`src/rtl/p_s_ctrl.sv`:
```
// Parallel-to-serial controller: ping-pong bank bookkeeping between 4-sample input beats and a serial sample stream.
// Define P_S_CTRL_BITREV_EN to emit the read index in bit-reversed order (natural-order FFT output).
module p_s_ctrl (
  input  logic       clk,
  input  logic       rst,
  input  logic       in_valid,
  output logic       in_ready,
  output logic       ld_en,
  output logic       ld_bank,
  output logic [1:0] ld_idx,
  output logic       rd_en,
  output logic       rd_bank,
  output logic [3:0] rd_idx,
  output logic       out_valid,
  input  logic       out_ready,
  output logic       out_last,
  output logic       frame_done
);

  logic       wr_bank;
  logic [1:0] wcnt;
  logic [3:0] rcnt;
  logic [1:0] full;
  logic [1:0] full_nxt;
  logic [3:0] idx_p1;

  function automatic logic [3:0] map_idx(input logic [3:0] cnt);
`ifdef P_S_CTRL_BITREV_EN
    return {cnt[0], cnt[1], cnt[2], cnt[3]};
`else
    return cnt;
`endif
  endfunction

  // Combinational handshake and strobes; in_ready is held low while reset is asserted
  always_comb begin
    in_ready = !rst && !full[wr_bank];
    ld_en    = in_valid && in_ready;
    ld_bank  = wr_bank;
    ld_idx   = wcnt;
    rd_en    = full[rd_bank] && (!out_valid || out_ready);
    rd_idx   = rd_en ? map_idx(rcnt) : idx_p1;
  end

  // Set and clear always target different banks, so both apply in the same cycle
  always_comb begin
    full_nxt = full;
    if (ld_en && (wcnt == 2'd3))
      full_nxt[wr_bank] = 1'b1;
    if (rd_en && (rcnt == 4'd15))
      full_nxt[rd_bank] = 1'b0;
  end

  // Write side
  always_ff @(posedge clk or posedge rst) begin
    if (rst) begin
      wcnt    <= 2'd0;
      wr_bank <= 1'b0;
      full    <= 2'b00;
    end else begin
      full <= full_nxt;
      if (ld_en) begin
        wcnt <= wcnt + 2'd1;
        if (wcnt == 2'd3)
          wr_bank <= ~wr_bank;
      end
    end
  end

  // Read side: stage p1 is the sample presented on the buffer output
  always_ff @(posedge clk or posedge rst) begin
    if (rst) begin
      rcnt       <= 4'd0;
      rd_bank    <= 1'b0;
      idx_p1     <= 4'd0;
      out_valid  <= 1'b0;
      out_last   <= 1'b0;
      frame_done <= 1'b0;
    end else begin
      frame_done <= out_valid && out_ready && out_last;
      if (rd_en) begin
        rcnt      <= rcnt + 4'd1;
        idx_p1    <= map_idx(rcnt);
        out_valid <= 1'b1;
        out_last  <= (rcnt == 4'd15);
        if (rcnt == 4'd15)
          rd_bank <= ~rd_bank;
      end else if (out_ready) begin
        out_valid <= 1'b0;
        out_last  <= 1'b0;
      end
    end
  end

endmodule

```
`config.mk`:
```
export PLATFORM = sky130hd
export DESIGN_NAME = p_s_ctrl
export DESIGN_NICKNAME = d
export VERILOG_FILES = /design/src/rtl/p_s_ctrl.sv
export SDC_FILE = /design/constraint.sdc
export NUM_CORES = 1
export LEC_CHECK = 0
export ABC_AREA = 1
export ABC_CLOCK_PERIOD_IN_PS = 1350
export CORE_UTILIZATION = 42
export CTS_CLUSTER_DIAMETER = 40
export DETAILED_ROUTE_END_ITERATION = 10
export PLACE_DENSITY = 0.8
export SLEW_MARGIN = 10
export SYNTH_ARGS = -nofsm -noshare
export SYNTH_HDL_FRONTEND = slang
export SYNTH_SLANG_ARGS = --single-unit
```
`constraint.sdc`:
```
create_clock -name clk -period 1.35 [get_ports clk]
set_input_delay 0.27 -clock clk [delete_from_list [all_inputs] [get_ports clk]]
set_output_delay 0.27 -clock clk [all_outputs]
set_load 0.01 [all_outputs]
```
==> results of run 1 <==
registers in the layout, indices dropped and copies added, names as in the netlist:
register / flops
rd_bank: 1
ld_bank: 1
ld_idx: 2
rcnt: 4
out_valid: 1
frame_done: 1
out_last: 1
idx_p1: 4
full: 2
kinds of logic (layout without fill, tap and decap cells):
family	after synthesis	count (layout)	synth area share (%)
simple gates	41	41	23.6
fa+ha+maj	2	2	3.28
buf+inv	12	61	7.21
compound gates	7	7	5.57
xor+xnor	4	4	4.59
flops	17	17	55.7
stage by stage:
| step | area (um^2) | setup slack (ns) | utilization (%) | std cells | hold WS (ns) |
|---|---|---|---|---|---|
| after floorplan | 767 | 0.0243 | - | 83 | 0.108 |
| after global placement | 1100 | -0.707 | 64.4 | 143 | 0.464 |
| after detailed placement | 1100 | -0.780 | 64.4 | 143 | 0.462 |
| after CTS | 1180 | -0.356 | 69.4 | 154 | 0.349 |
| after global routing | 1240 | -0.422 | 72.7 | 157 | 0.362 |
| final | 1240 | -0.382 | 72.7 | 157 | 0.339 |
layout make-up:
cell class,count,area [um^2]
clock buffers,3,22.5
multi-input cells,54,333
clock inverters,1,5.00
repair buffers,46,377
inverters,11,47.5
flip-flops and latches,17,425
fillers,117,467
well taps,25,31.3
cells in the final DEF (no fill, tap or decap), types with 3 or more instances in the layout:
| master | n |
|---|---|
| buf_6 | 9 |
| o21ai_2 | 3 |
| inv_1 | 7 |
| xor2_1 | 3 |
| buf_2 | 5 |
| nand3_1 | 3 |
| nor2_1 | 5 |
| nand2_1 | 20 |
| nand2_2 | 4 |
| dlygate4sd2_1 | 4 |
| dfrtp_1 | 17 |
| nand2_4 | 3 |
| buf_4 | 24 |
| clkbuf_4 | 3 |
| clkdlybuf4s50_1 | 3 |
layer usage:
layer	routed length, um	part of all wire, %	track usage, %	vias to the layer above
met3	68	3.5	3.67	8
li1	-	-	-	353
met1	786	41	22.8	339
met5	0	0	0	-
met4	65	3.4	14.5	0
met2	1010	52	33.5	19
power groups by stage:
stage	Sequential [mW]	Combinational (mW)	Clock (mW)
after floorplan	0.874	0.644	0
after global placement	0.826	1.40	0
after detailed placement	0.832	1.45	0
after CTS	0.829	1.58	0.296
after global routing	0.868	1.92	0.318
final	0.848	1.77	0.299
path summary, 6_finish.rpt:
path                           start    endpoint  slack (ns)  cells past startpoint
setup / recovery             rd_bank   rd_idx[2]       -0.38                      7
setup reg to reg             full[0]   ld_idx[0]       -0.13                      9
hold reg to reg            idx_p1[0]   idx_p1[0]        0.48                      2
max in group asynchronous        rst  frame_done        0.82                      3
hold / removal                   rst     ld_bank        0.34                      3
min in group clk           idx_p1[0]   idx_p1[0]        0.48                      2
what timing repair did:
action,in CTS,in global routing
gates resized for setup,53,13
setup buffers,7,3
endpoints found under the setup margin,14,14
pin swaps,6,1
synth_stat cells:
cell	count
a21oi_1	2
buf_6	1
dfrtp_1	17
ha_1	2
inv_1	8
inv_2	2
inv_4	1
nand2_1	25
nand2_2	1
nand2_4	1
nand3_1	3
nand4_1	2
nor2_1	8
nor2_4	1
o21ai_0	1
o21ai_1	2
o21ai_2	2
xnor2_1	1
xor2_1	3
worst max-delay path, cell delays in order, from the launching register on:
cell     delay, ns
dfrtp_1       0.44
nand2_2       0.11
o21ai_4       0.07
nand2_4       0.11
buf_6         0.13
nor2_4        0.04
nor2_2        0.12
buf_2         0.14
==> results.tsv, run 1 <==
stage	metric	value	unit
run_status	status	finished, violations left	
run_status	violations	setup timing	
synthesis	ys_types	19	
place	place.gp.congestion	0.757	
detailed_routing	drt-wirelength-per-cell	12.3	um
grt	grt_pass1_vias	676	
die	io_pins	18	
clocking	htreeDepth	1	
sta	fmax	577	MHz
grt	grt.total_usage	20.1	%
power_and_ir_drop	p_total	2.92	mW
power_and_ir_drop	pwr-share-comb	60.7	%
grt	grt_pass1_wl	2770	um
synthesis	syn_area	763	um^2
layout	antenna_cells	0	
worst_setup_path	crit_type	reg2out	
detailed_routing	routed_wl	1930	um
sta	fin_crit	1.73	ns
sta	hold_violations	0	
detailed_routing	via_per_inst	4.58	
sta	totalNegativeSetupSlack	-2.60	ns
detailed_routing	ant_nets	0	
die	die_x	44.6	um
power_and_ir_drop	switchingPower	1.16	mW
die	coreArea	1710	um^2
place	dp_hpwl	1090	um
layout	area_growth	62.6	%
power_and_ir_drop	swShare	39.9	%
worst_setup_path	cp_max_fo	5	
grt	grt_antenna_before_repair	0	
sta	rsz0062_at_grt	true	
flow_run	maxCapViolations	0	
detailed_routing	route.detailed.drc	0	
power_and_ir_drop	ir_worst_vdd	1.25	mV
synthesis	seq_area_frac_synth	55.7	%
synthesis	synth_top_area_share	55.7	%
detailed_routing	num_vias	719	
clocking	clk_latency	0.31	ns
layout	drive_above_1_share	47.0	%
synthesis	synth_area_leaders	dfrtp_1 56%, nand2_1 12%, inv_1 3.9%	
clocking	cts_tree	yes	
worst_setup_path	setup.worst_path.end_class	primary output	
worst_hold_path	hold_class	in2async	
sta	slew-limit-headroom	84.7	%
sta	maxSlewViolCount	0	
synthesis	ys_seq_elements	17	
die	die_y	44.6	um
die	die-area	1990	um^2
grt	grt_max_degree	18	
power_and_ir_drop	powerDensity	2350	nW/um^2
synthesis	synthesis.nets	89	
sta	period_share	128	%
sta	setup_violations	14	
clocking	path_clk_slew	0.11	ns
layout	fin_nets	139	
power_and_ir_drop	power_frac_seq	29.1	%
clocking	hold_buffers	0	
die	start_util	44.7	%
synthesis	avgSynthCellArea	9.20	um^2
power_and_ir_drop	p_int	1.75	mW
clocking	cts_root_buffer	clkbuf_4	
clocking	cts_max_path_buffers	2	
place	port_buffers	17	
grt	gr-total-overflow	0	
power_and_ir_drop	leakage	0.669	nW
worst_setup_path	startpoint_type	flop	
detailed_routing	detail_route.first_pass.iterations	4	
sta	finClkSkew	0.00233	ns
sta	layout_setup_ws	-0.382	ns
clocking	cts_buffers	3	
die	core.rowCount	15	
sta	tightest_slew	0.230	ns
synthesis	yosys.area.top_type	dfrtp_1	
worst_setup_path	cp.arrival	1.46	ns
detailed_routing	drtIter0Drc	16	
clocking	cts.sinks	17	
worst_setup_path	crit_required	1.08	ns
synthesis	netlist_instances	83	
power_and_ir_drop	p_clk_share	10.2	%
synthesis	yosys_warnings	0	
No activity file was read; power rests on OpenSTA's default activity.
==> run 2: changes to the inputs <==
PLACE_DENSITY = 0.76   (was 0.8)
==> run 2 against run 1 <==
Net effect: the flow still finishes with violations (setup timing); maximum frequency decreased by 0.23%; sequential cell count stayed put; critical path depth decreased by 1; final area up 0.30%; via count decreased by 1.4%; largest power group unchanged; first-iteration DRC count fell by 50%; clock skew rose by 0.0026 ns; clock power shrank 11%; routed wire length is 3.4% lower.
==> results.tsv, run 2 (synthesis gave the netlist of run 1 again) <==
stage	metric	value	unit	change
run_status	status	finished, violations left		unchanged
run_status	violations	setup timing		unchanged
clocking	path_clk_slew	0.09	ns	was 0.11 ns
worst_setup_path	crit_required	1.08	ns	about the same
die	io_pins	18		unchanged
clocking	cts_max_path_buffers	2		unchanged
worst_setup_path	crit_slowest_cell	dfrtp_1		unchanged
worst_hold_path	hold_class	in2async		unchanged
sta	timing.hold.ws	0.374	ns	was 0.339 ns
detailed_routing	drtIter0Drc	8		was 16
worst_setup_path	cp.arrival	1.47	ns	was 1.46 ns
place	dp_hpwl	1150	um	was 1090 um
worst_setup_path	crit_chain	o21ai_2 -> nand2_4 -> inv_2 -> nor2_1 -> nor2_2 -> buf_2		was nand2_2 -> o21ai_4 -> nand2_4 -> buf_6 -> nor2_4 -> nor2_2 -> buf_2
grt	grt_antenna_before_repair	0		unchanged
sta	maxSlewViolCount	0		unchanged
power_and_ir_drop	switchingPower	1.18	mW	was 1.16 mW
grt	grt.total_usage	19.8	%	was 20.1%
clocking	cts.sinks	17		unchanged
layout	fin_nets	137		was 139
grt	grt_max_degree	18		unchanged
die	die-area	1990	um^2	unchanged
die	die_y	44.6	um	unchanged
clocking	htreeDepth	1		unchanged
power_and_ir_drop	p_int	1.84	mW	was 1.75 mW
power_and_ir_drop	swShare	39.0	%	was 39.9%
sta	layout_setup_ws	-0.386	ns	was -0.382 ns
layout	area_growth	63.1	%	was 62.6%
power_and_ir_drop	power_frac_seq	27.8	%	was 29.1%
sta	fin_crit	1.74	ns	was 1.73 ns
clocking	cts_tree	yes		unchanged
power_and_ir_drop	p_clk_share	8.8	%	was 10.2%
detailed_routing	num_vias	709		was 719
sta	hold_violations	0		unchanged
layout	mostFrequentLayoutCell	nand2_1		was buf_4
sta	rsz0062_at_grt	true		unchanged
place	port_buffers	17		unchanged
flow_run	maxCapViolations	0		unchanged
clocking	clk_latency	0.29	ns	was 0.31 ns
worst_setup_path	startpoint_type	flop		unchanged
power_and_ir_drop	p_total	3.01	mW	was 2.92 mW
power_and_ir_drop	leakage	0.661	nW	was 0.669 nW
die	start_util	44.7	%	unchanged
worst_setup_path	cpPeakStageDelay	0.42	ns	was 0.44 ns
worst_setup_path	setup.worst_path.end_class	primary output		unchanged
grt	grt_pass1_wl	2720	um	was 2770 um
clocking	cts_buffers	3		unchanged
die	core.rowCount	15		unchanged
power_and_ir_drop	powerDensity	2420	nW/um^2	was 2350 nW/um^2
worst_setup_path	worst_r2r_startpoint	rd_bank		was full[0]
detailed_routing	via_per_inst	4.57		was 4.58
detailed_routing	detail_route.first_pass.iterations	4		unchanged
detailed_routing	routed_wl	1870	um	was 1930 um
layout	fin_util	72.9	%	was 72.7%
grt	grt_pass1_vias	640		was 676
sta	slew-limit-headroom	85.5	%	was 84.7%
die	die_x	44.6	um	unchanged
worst_setup_path	timing.rr.end	rcnt[2]		was ld_idx[0]
layout	final_cell_mix	22 x nand2_1, 20 x buf_4, 17 x dfrtp_1, 10 x buf_6, 7 x inv_1		was 24 x buf_4, 20 x nand2_1, 17 x dfrtp_1, 9 x buf_6, 7 x inv_1
grt	gr-total-overflow	0		unchanged
sta	period_share	129	%	was 128%
worst_setup_path	r2r_cells	7		was 9
worst_setup_path	crit_type	reg2out		unchanged
layout	drive_above_1_share	45.4	%	was 47.0%
layout	antenna_cells	0		unchanged
sta	tightest_slew	0.217	ns	was 0.230 ns
die	coreArea	1710	um^2	unchanged
detailed_routing	route.detailed.drc	0		unchanged
detailed_routing	drt-wirelength-per-cell	12.0	um	was 12.3 um
power_and_ir_drop	ir_worst_vdd	1.41	mV	was 1.25 mV
detailed_routing	ant_nets	0		unchanged
clocking	cts_root_buffer	clkbuf_4		unchanged
sta	finClkSkew	0.00490	ns	was 0.00233 ns
place	place.gp.congestion	0.749		was 0.757
sta	fmax	576	MHz	was 577 MHz
power_and_ir_drop	pwr-share-comb	63.4	%	was 60.7%
worst_setup_path	cp_max_fo	4		was 5
sta	totalNegativeSetupSlack	-2.07	ns	was -2.60 ns
worst_setup_path	r2r_setup_slack	-0.04	ns	was -0.13 ns
layout	top_regs	idx_p1 (4), rcnt (4)		unchanged
sta	setup_violations	9		was 14
-- run 2: worst max-delay path by stage --
stage / endpoint / from / slack, ns / cells past startpoint
2_1_floorplan: rd_idx[0] / rd_bank / 0.02 / 4
3_3_place_gp: rd_idx[2] / out_ready / -0.69 / 8
3_5_place_dp: rd_idx[2] / out_ready / -0.78 / 8
4_1_cts: rd_idx[0] / rd_bank / -0.33 / 6
5_1_grt: rd_idx[2] / rd_bank / -0.46 / 6
6_report: rd_idx[2] / rd_bank / -0.39 / 6
-- run 2: area by class of cell --
class	instances	area, um^2
Multi-Input combinational cell	54	340
Clock buffer	4	26.3
Tap cell	25	31.3
Sequential cell	17	425
Timing Repair Buffer	44	374
Fill cell	123	463
Inverter	11	47.5
-- run 2: power by group through the flow --
| stage | sequential [mW] | clock, mW | combinational [mW] |
|---|---|---|---|
| floorplan | 0.874 | 0 | 0.644 |
| global placement | 0.827 | 0 | 1.38 |
| detailed placement | 0.839 | 0 | 1.44 |
| CTS | 0.831 | 0.275 | 1.65 |
| global route | 0.859 | 0.289 | 2.07 |
| finish | 0.839 | 0.265 | 1.91 |
-- run 2: timing repair --
action / in CTS / in global routing
cloned: 1 / 0
hold buffers: 0 / 0
setup buffers: 8 / 4
endpoints found under the hold margin: 0 / 0
endpoints found under the setup margin: 14 / 16
gates resized for setup: 55 / 11
pin swaps: 8 / 8
-- run 2: routing by layer --
metal,wire [um],GRT usage [%],vias up
met5,0,0,-
met4,51,5.45,0
met3,67,7.35,6
met2,1020,33.2,15
met1,730,23.8,336
li1,-,-,352
-- run 2: through the flow --
step,worst slack (ns),cells,cell area (um^2)
finish,-0.386,155,1240
floorplan,0.0243,83,767
detailed placement,-0.776,141,1080
CTS,-0.330,154,1190
global placement,-0.688,141,1080
global route,-0.458,155,1240
-- run 2: worst max-delay path: cells and delay by family (launching register included) --
kind / cells / cell delay [ns]
AO/OA/AOI/OAI: 1 / 0.21
flip-flops: 1 / 0.42
AND/OR/NAND/NOR: 3 / 0.31
buffers and inverters: 2 / 0.24
